**src/rtl/hazard_scoreboard_pkg.sv**
```systemverilog
// Shared processor definitions: register index width, scoreboard FSM states, issue bundle.
// No logic; types and constants only.
// Backpressure: n/a.
package hazard_scoreboard_pkg;

    localparam int REGW = 4;

    typedef logic [REGW-1:0] reg_idx_t;

    typedef enum logic [1:0] {
        RUN   = 2'd0,
        HOLD  = 2'd1,
        DRAIN = 2'd2
    } sb_state_e;

    typedef struct packed {
        logic     vld;
        reg_idx_t rd;
        reg_idx_t rs;
        logic     immf;
        logic     rdrd;
        logic     wr;
    } issue_t;

endpackage

```
**src/rtl/sb_counter.sv**
```systemverilog
// Per-register pending-write counter: saturating inc/dec with zero/full/last flags.
// Latency: count updates on the next rising edge; flags are combinational from the count.
// Backpressure: inc at full and dec at zero are dropped; simultaneous inc+dec cancel.
module sb_counter #(
    parameter int CNTW = 2
) (
    input  logic clk,
    input  logic rst,
    input  logic inc,
    input  logic dec,
    output logic zero,
    output logic full,
    output logic last,
    output logic uflow
);

    logic [CNTW-1:0] cnt_q;

    always_ff @(posedge clk or negedge rst) begin
        if (!rst) begin
            cnt_q <= '0;
        end else if (inc && !dec && !full) begin
            cnt_q <= cnt_q + CNTW'(1);
        end else if (dec && !inc && !zero) begin
            cnt_q <= cnt_q - CNTW'(1);
        end
    end

    assign zero  = (cnt_q == '0);
    assign full  = (cnt_q == '1);
    assign last  = (cnt_q == CNTW'(1));
    assign uflow = dec & zero;

endmodule

```
**src/rtl/hazard_scoreboard.sv**
```systemverilog
// ID-stage hazard scoreboard: tracks pending writes per register, stalls RAW/WAW-overflow issue.
// Latency: stall_o/issue_ok_o combinational; counters and FSM update on the next rising edge.
// Backpressure: stall_o holds ID on hazard, stall_i, or while draining after a flush.
module hazard_scoreboard
    import hazard_scoreboard_pkg::*;
#(
    parameter int NREG = 16,
    parameter int CNTW = 2
) (
    input  logic            clk,
    input  logic            rst,
    input  logic            issue_v_i,
    input  logic [REGW-1:0] issue_rd_i,
    input  logic [REGW-1:0] issue_rs_i,
    input  logic            issue_immf_i,
    input  logic            issue_rdrd_i,
    input  logic            issue_wr_i,
    input  logic            stall_i,
    input  logic            flush_i,
    input  logic            wb_i,
    input  logic [REGW-1:0] wb_r_i,
    output logic            stall_o,
    output logic            issue_ok_o,
    output logic [NREG-1:0] busy_o,
    output logic [1:0]      state_o,
    output logic            err_o
);

    issue_t          iss;
    sb_state_e       state_q, state_d;
    logic [NREG-1:0] zero_vec, full_vec, last_vec, uflow_vec, inc_vec, dec_vec;
    logic            hazard, drain_done, err_q;

    assign iss = '{vld: issue_v_i, rd: issue_rd_i, rs: issue_rs_i,
                   immf: issue_immf_i, rdrd: issue_rdrd_i, wr: issue_wr_i};

    for (genvar i = 0; i < NREG; i++) begin : g_cnt
        assign inc_vec[i] = issue_ok_o & iss.wr & (iss.rd == REGW'(i));
        assign dec_vec[i] = wb_i & (wb_r_i == REGW'(i));

        sb_counter #(.CNTW(CNTW)) u_cnt (
            .clk   (clk),
            .rst   (rst),
            .inc   (inc_vec[i]),
            .dec   (dec_vec[i]),
            .zero  (zero_vec[i]),
            .full  (full_vec[i]),
            .last  (last_vec[i]),
            .uflow (uflow_vec[i])
        );
    end

    // No bypass: a write-back retiring this cycle still counts as pending.
    assign hazard = iss.vld & ((~iss.immf & ~zero_vec[iss.rs]) |
                               (iss.rdrd  & ~zero_vec[iss.rd]) |
                               (iss.wr    &  full_vec[iss.rd]));

    // Drain ends on the edge that retires the last outstanding write.
    assign drain_done = &(zero_vec | (last_vec & dec_vec));

    always_comb begin
        stall_o = 1'b1;
        case (state_q)
            RUN:     stall_o = stall_i | hazard;
            HOLD:    stall_o = stall_i | hazard;
            DRAIN:   stall_o = 1'b1;
            default: stall_o = 1'b1;
        endcase
    end

    assign issue_ok_o = issue_v_i & ~stall_o & rst;

    always_comb begin
        state_d = state_q;
        if (flush_i) begin
            state_d = DRAIN;
        end else begin
            case (state_q)
                RUN:     if (hazard)     state_d = HOLD;
                HOLD:    if (!hazard)    state_d = RUN;
                DRAIN:   if (drain_done) state_d = RUN;
                default: state_d = RUN;
            endcase
        end
    end

    always_ff @(posedge clk or negedge rst) begin
        if (!rst) begin
            state_q <= RUN;
            err_q   <= 1'b0;
        end else begin
            state_q <= state_d;
            if (|uflow_vec) err_q <= 1'b1;
        end
    end

    assign busy_o  = ~zero_vec;
    assign state_o = state_q;
    assign err_o   = err_q;

endmodule

```
**config.mk**
```make
export PLATFORM = sky130hd
export DESIGN_NAME = hazard_scoreboard
export DESIGN_NICKNAME = d
export VERILOG_FILES = /design/src/rtl/hazard_scoreboard_pkg.sv /design/src/rtl/sb_counter.sv /design/src/rtl/hazard_scoreboard.sv
export SDC_FILE = /design/constraint.sdc
export NUM_CORES = 1
export LEC_CHECK = 0
export CELL_PAD_IN_SITES_DETAIL_PLACEMENT = 2
export CELL_PAD_IN_SITES_GLOBAL_PLACEMENT = 2
export CORE_MARGIN = 2
export CORE_UTILIZATION = 35
export CTS_BUF_LIST = sky130_fd_sc_hd__clkbuf_2
export DETAILED_ROUTE_END_ITERATION = 8
export PLACE_DENSITY = 0.88
export RECOVER_POWER = 100
export SYNTH_ARGS = -nofsm -noshare
export SYNTH_HDL_FRONTEND = slang
export SYNTH_SLANG_ARGS = --single-unit
```
**constraint.sdc**
```tcl
create_clock -name clk -period 9.6 [get_ports clk]
set_input_delay 0.96 -clock clk [delete_from_list [all_inputs] [get_ports clk]]
set_output_delay 0.96 -clock clk [all_outputs]
set_load 0.01 [all_outputs]
```
# Word level (Yosys, flattened, before mapping)
# Index checks and enable logic that the tools add are counted.
# Widths: inputs -> output; s select.
# op_classes
n_eq_ne,67
reduce_logical,167
n_lt_le_gt_ge,2
addsub,32
bitwise_logic,65
mux,44
# op_table
op,n
$mux 2,36
$eq 4x4->1 const B,16
$logic_and 1x1->1,64
$logic_not 1->1,64
$and 1x1->1,55
$eq 2x1->1 const B,17
$eq 2x2->1 const B,17
$logic_not 2->1,17
$add 2x1->2 const B,16
$eq 4x3->1 const B,8
$reduce_bool 2->1,16
$sub 2x1->2 const B,16
$and 16x16->16,1
$eq 4x2->1 const B,4
$not 16->16,1
$or 16x16->16,1
$reduce_and 16->1,1
$reduce_or 16->1,1
$bmux 1 s4,3
$lt 4x5->1 const B,2
$ne 3x3->1 const B,3
$eq 4x1->1 const B,2
$logic_not 4->1,2
$pmux 2 s3,1
other kinds (5),13
# word_totals
inputBits,21
elab_cells,395
regBits,35
out_inout_bits,21

# Depth between registers and ports, before layout
# Gate-level depths: netlist of run 1.
# logic_depth
word_depth,20
mapped_depth,11
ltp_nobuf,9

# Hierarchy
# From an unflattened synthesis of run 1, not the netlist that was laid out.
# hier_totals
hier_cells,503
area_unflattened_um2,4272.8
# modules_own_cells
mod,area_per_inst_um2,instances,seq_area_each_um2,cells_per_inst
sb_counter at g_cnt[0].u_cnt ...,200.2,15,50.0,21
hazard_scoreboard,1079.8,1,75.1,167
sb_counter at g_cnt[2].u_cnt,190.2,1,50.0,21

# Worst setup path after synthesis of run 1
# Ideal clock, no wire load.
# synth_timing
path_type,input to output
from,input port issue_rs_i[0]
to,output port stall_o
setup_slack_ns,5.269
arrival_ns,3.371
path_buffers,2
stages,7
cell_sequence,clkbuf_1 > mux4_2 > or2_2 > a221oi_2 > clkbuf_1 > nor2_1 > o21ai_0
# synth_between
elab_chain_cells,9
# synth_rtl
item,line,rtl
from (decl),hazard_scoreboard.sv:14,"input logic [REGW-1:0] issue_rs_i,"
$bmux 1 s4,hazard_scoreboard.sv:54,assign hazard = iss.vld & ((~iss.immf & ~zero_vec[iss.rs]) |
$mux 1 (implied by the code),hazard_scoreboard.sv:54,
$not 1->1,hazard_scoreboard.sv:54,
$and 1x1->1,hazard_scoreboard.sv:54,
$or 1x1->1,hazard_scoreboard.sv:54,
$or 1x1->1,hazard_scoreboard.sv:55,(iss.rdrd & ~zero_vec[iss.rd]) |
$and 1x1->1,hazard_scoreboard.sv:54,
$or 1x1->1,"hazard_scoreboard.sv:64, hazard_scoreboard.sv:65",
$mux 1,-,
to (decl),hazard_scoreboard.sv:22,"output logic stall_o,"
# Every way passes these cells. The select of a mux whose other input is x is not followed.

# Final worst setup path of run 1
# layout_timing
from,input port issue_rd_i[1]
to,output port issue_ok_o
# layout_between
elab_chain_cells,12
elab_cells_between_ends,15
cone_classes,5 x mux; 10 x bitwise
# layout_rtl
item,line,rtl
from (decl),hazard_scoreboard.sv:13,"input logic [REGW-1:0] issue_rd_i,"
$bmux 1 s4,hazard_scoreboard.sv:55,
$mux 1 (implied by the code),hazard_scoreboard.sv:55,
$not 1->1,hazard_scoreboard.sv:55,
$and 1x1->1,hazard_scoreboard.sv:55,
$or 1x1->1,hazard_scoreboard.sv:54,
$or 1x1->1 *,hazard_scoreboard.sv:55,
$and 1x1->1 *,hazard_scoreboard.sv:54,
$or 1x1->1 *,"hazard_scoreboard.sv:64, hazard_scoreboard.sv:65",
$mux 1 *,-,
$not 1->1 *,hazard_scoreboard.sv:71,assign issue_ok_o = issue_v_i & ~stall_o & rst;
$and 1x1->1 * (2 in series),hazard_scoreboard.sv:71,
to (decl),hazard_scoreboard.sv:23,"output logic issue_ok_o,"
# Mark *: on every way between the ends. The rest lies on a longest branch, timed or not. The select of a mux whose other input is x is not followed.

==> results of run 1 <==
## flip-flops by register name (all words and copies together) (netlist names)
name               count
state_o                2
err_o                  1
g_cnt.u_cnt.cnt_q     32
## per-stage QoR
step	instance area [µm²]	instances
2_1_floorplan	4000	483
3_3_place_gp	4546	656
3_5_place_dp	4546	656
4_1_cts	4586	664
5_1_grt	4543	664
6_report	4543	664
## worst max-delay path: cells and delay by family
kind / cells / cell delay (ns)
multiplexers: 2 / 0.67
buffers and inverters: 2 / 1.82
AND/OR/NAND/NOR: 3 / 1.52
## worst paths after layout
kind                                                     start                                   end  slack [ns]  cells past startpoint
hold reg to reg            g_cnt[8].u_cnt.cnt_q[0]$_DFFE_PN0P_   g_cnt[8].u_cnt.cnt_q[0]$_DFFE_PN0P_        0.56                      1
setup / recovery                                 issue_rd_i[1]                            issue_ok_o        3.66                      7
hold / removal             g_cnt[8].u_cnt.cnt_q[0]$_DFFE_PN0P_   g_cnt[8].u_cnt.cnt_q[0]$_DFFE_PN0P_        0.56                      1
setup reg to reg           g_cnt[3].u_cnt.cnt_q[1]$_DFFE_PN0P_   g_cnt[0].u_cnt.cnt_q[0]$_DFFE_PN0P_        5.31                     10
max in group asynchronous                                  rst  g_cnt[10].u_cnt.cnt_q[0]$_DFFE_PN0P_        7.08                      2
min in group asynchronous                                  rst                     err_o$_DFFE_PN0P_        1.22                      2
## power breakdown
group	leakage (nW)	switching [W]	internal [W]
Sequential	0.429	0.0000567	0.000193
Clock	0.0330	0.0000635	0.0000198
Combinational	1.46	0.000334	0.000230
Total	1.93	0.000454	0.000443
## cell type report
type | instances | area [µm²]
sequential | 35 | 875.8
fill | 1312 | 6729
clock buffer | 7 | 35.03
clock inverter | 1 | 5.005
timing repair buffer | 46 | 435.4
tap | 143 | 178.9
inverter | 57 | 214.0
multi-input combinational | 375 | 2799
## cell usage in the layout, fill, tap and decap left out, drive strengths merged, types with 4 or more instances in the layout
master,n
inv,57
nor4,17
xnor2,14
nor2,35
nand4,6
mux2,5
clkdlybuf4s50,17
o31ai,4
mux2i,37
buf,4
or2,4
o21ai,8
a22oi,7
and2,4
nand2b,4
or3,4
and3,4
a41oi,10
nand2,37
dlygate4sd3,23
a21oi,27
clkbuf,9
ha,48
mux4,4
nor2b,10
o221ai,6
nand3,19
dfrtp,35
nor3,18
## metal layers
metal | global-route usage [%] | part of all wire, % | up-vias
met5 | 0 | 0 | -
met4 | 6.500 | 2.2 | 0
met3 | 2.515 | 2.9 | 21
met2 | 45.15 | 51 | 69
met1 | 31.60 | 44 | 2060
li1 | - | - | 1821
## kinds of logic after synthesis
logic type | count (synthesis)
and+or+nand+nor | 177
muxes | 46
xor gates and xnor gates | 14
buffers and inverters | 73
AOI/OAI and AO/OA | 90
adders and majority gates | 48
DFF | 35
==> qor.csv, run 1 <==
metric,value,unit
synth_simple_gate_area_share,23.87,%
slowest_stage,dlygate4sd3_1,
crit_type,input port to output port,
startpoint_type,input port,
start_util,35.49,%
synth-edff-count,0,
cts_hold_buf,0,
gr-total-overflow,0,
setup_tns,0,ns
endpoint_kind,output port,
grt_setup_unrepaired,no,
wl_per_cell,22.85,µm
num_rows,39,
drc,0,
die_w,110.9,µm
grtUsageTotal,24.92,%
cts.clk_slew.worst_paths,0.19,ns
timing.hold.ws,0.5561,ns
dieHeight,110.9,µm
vdd_drop_max,0.08683,mV
cts_resized,0,
drtIter0Drc,313,
post-route-period-util,61.91,%
numCtsBuffers,5,
synthArstFlopShare,100.0,%
root_buffer,clkbuf_2,
final_nets,589,
tightestPinTransition,2.240,ns
drt_first_pass_iters,4,
synth_fa_ha_area_share,15.01,%
yosys_register_bits,35,
muxShareOfSynthArea,12.92,%
fmaxAchievable,0.1683,GHz
hp-class,flip-flop to flip-flop,
coreArea,11270,µm²
viasPerCell,5.980,
yosysSeqAreaShare,21.90,%
routed_wl,15170,µm
synth_top_area_share,21.90,%
max_stage_delay,1.15,ns
grt_pass1_vias,4308,
clockBufferDepth,2,
maxCapViolCount,1,
ys_top_cells_by_count,"inv_1 (57), ha_1 (48), mux2i_1 (37), nand2_1 (37)",
status,"finished, violations left",
cp_max_fo,21,
yosysTopAreaCell,dfrtp_1,
finClkSkew,0.03544,ns
final_core_util,40.30,%
cellPowerDensity,197.4,nW/µm²
drive_gt1_share,5.566,%
power,0.0008970,W
yosysWarnings,0,
fin_ws,3.657,ns
die-area,12300,µm²
yosysMostFrequentCell,inv_1,
finalWeightedCongestion,0.8809,
synthCells,483,
antenna_found_initial,0,
synth_compound_area_share,15.98,%
cp_common_cell,dlygate4sd3_1,
drtAntennaViolNets,0,
pin_count,42,
grt_pass1_wl,24100,µm
path_cells,"dlygate4sd3_1, mux2i_1, mux4_2, and3b_1, or4_1, nor3_1, dlygate4sd3_1",
antennaDiodeCount,0,
syn_area_per_cell,8.282,µm²
synth-xor-area-share,3.065,%
syn_nets,552,
cts_max_level,2,
synth.cell_area,4000,µm²
power_leakage,1.927,nW
cts_setup_buffers,0,
cp.required,8.64,ns
violations,"capacitance limit, slew limit",
yosys_most_used_dff,dfrtp_1,
route.vias.total,3971,
slew_viol_final,38,
layout_min_cycle_time,5.943,ns
dp_slack,4.085,ns
setup_viol,0,
ys_types,61,
clk_latency,0.45,ns
synthTopCellsByArea,"dfrtp_1 (22%), ha_1 (15%), mux2i_1 (9.3%)",
critPathArrivalTime,4.98,ns
syn_to_final_growth,13.58,%
cts_sinks,35,
io_buffer_count,41,
finalHoldViolCount,0,
tritoncts,built,
hpwl,12120,µm
slew_headroom,-49.34,%
synth_top_family_by_area,simple AND/OR/NAND/NOR gates,
grt_max_degree,38,
(Power assumes the default switching activity.)
==> inputs of run 2 (changes only) <==
--- a/config.mk
+++ b/config.mk
@@ -8,10 +8,10 @@
 export CELL_PAD_IN_SITES_DETAIL_PLACEMENT = 2
 export CELL_PAD_IN_SITES_GLOBAL_PLACEMENT = 2
 export CORE_MARGIN = 2
-export CORE_UTILIZATION = 35
+export CORE_UTILIZATION = 32
 export CTS_BUF_LIST = sky130_fd_sc_hd__clkbuf_2
 export DETAILED_ROUTE_END_ITERATION = 8
-export PLACE_DENSITY = 0.88
+export PLACE_DENSITY = 0.85
 export RECOVER_POWER = 100
 export SYNTH_ARGS = -nofsm -noshare
 export SYNTH_HDL_FRONTEND = slang
==> constraint.sdc (replaced) <==
create_clock -name clk -period 5.1 [get_ports clk]
set_input_delay 0.51 -clock clk [delete_from_list [all_inputs] [get_ports clk]]
set_output_delay 0.51 -clock clk [all_outputs]
set_load 0.01 [all_outputs]
==> run 2 against run 1 <==
The flow still finishes with violations (capacitance limit, slew limit). First-iteration DRC count is 35% lower. Critical endpoint is now stall_o. Count of clock-buffer cells in the layout stayed put. Setup slack worse by 3.0 ns. Via count is 0.68% lower. Cell count is 3.9% higher. Clock power is 82% higher. Die area is 9.0% higher.
==> qor.csv, run 2 (synthesis gave the netlist of run 1 again) <==
metric,value,unit,change
status,"finished, violations left",,unchanged
violations,"capacitance limit, slew limit",,unchanged
largest_register_ff_count,32,,unchanged
setup_tns,0,ns,unchanged
grt_pass1_wl,24740,µm,"was 24,100 µm"
slew_headroom,-35.21,%,was -49.34%
clk_latency,0.45,ns,about the same
dieHeight,115.8,µm,was 110.9 µm
clockBufferDepth,2,,unchanged
io_buffer_count,41,,unchanged
gr-total-overflow,0,,unchanged
cellPowerDensity,370.2,nW/µm²,was 197.4 nW/µm²
maxCapViolCount,1,,unchanged
syn_to_final_growth,14.67,%,was 13.58%
pin_count,42,,unchanged
routed_wl,15650,µm,"was 15,170 µm"
endpoint_kind,output port,,unchanged
finalWeightedCongestion,0.9154,,was 0.8809
setup_viol,0,,unchanged
power_leakage,1.925,nW,was 1.927 nW
startpoint_type,flip-flop,,was input port
drc,0,,unchanged
antenna_found_initial,0,,unchanged
crit_type,flip-flop to output port,,was input port to output port
cp_max_fo,18,,was 21
multi_input_area,2803,µm²,was 2799 µm²
critPathArrivalTime,3.96,ns,was 4.98 ns
tritoncts,built,,unchanged
drt_first_pass_iters,4,,unchanged
hp-class,input port to asynchronous set/reset pin,,was flip-flop to flip-flop
layout_min_cycle_time,4.474,ns,
vdd_drop_max,0.1210,mV,was 0.08683 mV
fin_ws,0.6261,ns,was 3.657 ns
final_nets,590,,was 589
drtAntennaViolNets,0,,unchanged
layout_common_cells,"inv_1 (57), ha_1 (48), mux2i_1 (37), nand2_1 (37)",,unchanged
grt_max_degree,33,,was 38
regMostFlops,g_cnt.u_cnt.cnt_q,,unchanged
finalHoldViolCount,0,,unchanged
drive_gt1_share,5.556,%,was 5.566%
hpwl,12640,µm,"was 12,120 µm"
grt_pass1_vias,4321,,"was 4,308"
antennaDiodeCount,0,,unchanged
start_util,33.03,%,was 35.49%
cts_max_level,2,,unchanged
timing.hold.ws,0.5429,ns,was 0.5561 ns
cp.required,4.59,ns,was 8.64 ns
cts.clk_slew.worst_paths,0.22,ns,was 0.19 ns
num_rows,40,,was 39
post-route-period-util,87.72,%,
coreArea,12110,µm²,"was 11,270 µm²"
die-area,13410,µm²,"was 12,300 µm²"
fmaxAchievable,0.2235,GHz,
wl_per_cell,22.67,µm,was 22.85 µm
grt_setup_unrepaired,no,,unchanged
cts_sinks,35,,unchanged
dp_cells,681,,was 656
tightestPinTransition,2.028,ns,was 2.240 ns
numCtsBuffers,5,,unchanged
viasPerCell,5.716,,was 5.980
final_common_cell,inv_1,,unchanged
finClkSkew,0.02108,ns,was 0.03544 ns
die_w,115.8,µm,was 110.9 µm
dp_slack,0.7530,ns,was 4.085 ns
slew_viol_final,32,,was 38
power,0.001698,W,was 0.0008970 W
cts_setup_buffers,0,,unchanged
instances_no_fill,690,,was 664
grtUsageTotal,24.51,%,was 24.92%
route.vias.total,3944,,"was 3,971"
fillCellCount,1413,,"was 1,312"
drtIter0Drc,204,,was 313
root_buffer,clkbuf_2,,unchanged
seq_area,875.8,µm²,unchanged
## run 2: final timing paths
check	from	to	slack, ns	depth (start not counted)
worst max-delay path	g_cnt[7].u_cnt.cnt_q[1]$_DFFE_PN0P_	stall_o	0.63	9
worst min-delay path	rst	g_cnt[10].u_cnt.cnt_q[1]$_DFFE_PN0P_	0.54	2
worst max register to register	g_cnt[7].u_cnt.cnt_q[1]$_DFFE_PN0P_	g_cnt[0].u_cnt.cnt_q[0]$_DFFE_PN0P_	0.95	10
worst min register to register	g_cnt[12].u_cnt.cnt_q[0]$_DFFE_PN0P_	g_cnt[12].u_cnt.cnt_q[0]$_DFFE_PN0P_	0.55	1
max in group asynchronous	rst	g_cnt[3].u_cnt.cnt_q[1]$_DFFE_PN0P_	2.27	3
min in group clk	g_cnt[12].u_cnt.cnt_q[0]$_DFFE_PN0P_	g_cnt[12].u_cnt.cnt_q[0]$_DFFE_PN0P_	0.55	1
## run 2: timing repair
item                                    CTS  global route
gates resized for setup                   0             0
hold buffers                              1             0
hold endpoints to repair                  4             0
endpoints found under the setup margin    0             0
## run 2: report_power, final
part	switching (W)	internal, W	total (W)
Clock	0.000115	0.0000373	0.000152
Combinational	0.000639	0.000436	0.00108
Sequential	0.000106	0.000364	0.000470
Total	0.000860	0.000838	0.00170
## run 2: metal layers
| layer | track usage (%) | wire length (µm) | vias to the layer above |
|---|---|---|---|
| met1 | 31.16 | 6809 | 2001 |
| met5 | 0 | 0 | - |
| li1 | - | - | 1825 |
| met2 | 42.77 | 7747 | 88 |
| met4 | 8.254 | 476 | 0 |
| met3 | 3.400 | 612 | 30 |
## run 2: layout make-up
class,count,area share (%)
well taps,168,4.583
repair buffers,47,9.684
flip-flops and latches,35,19.09
clock inverters,1,0.1091
clock buffers,7,0.7638
multi-input cells,375,61.10
inverters,57,4.664
## run 2: worst max-delay path: stages (launching register included)
cell           delay [ns]
dfrtp_1              0.46
inv_1                0.15
ha_1                 0.40
mux2i_1              0.13
mux4_2               0.50
and3b_1              0.21
or4_4                0.65
nor2_1               0.28
o21ai_0              0.11
dlygate4sd3_1        0.61
## run 2: per-stage QoR
step | util [%] | area, µm²
2_1_floorplan | - | 4000
3_3_place_gp | 37.79 | 4577
3_5_place_dp | 37.79 | 4577
4_1_cts | 38.20 | 4627
5_1_grt | 37.87 | 4587
6_report | 37.87 | 4587
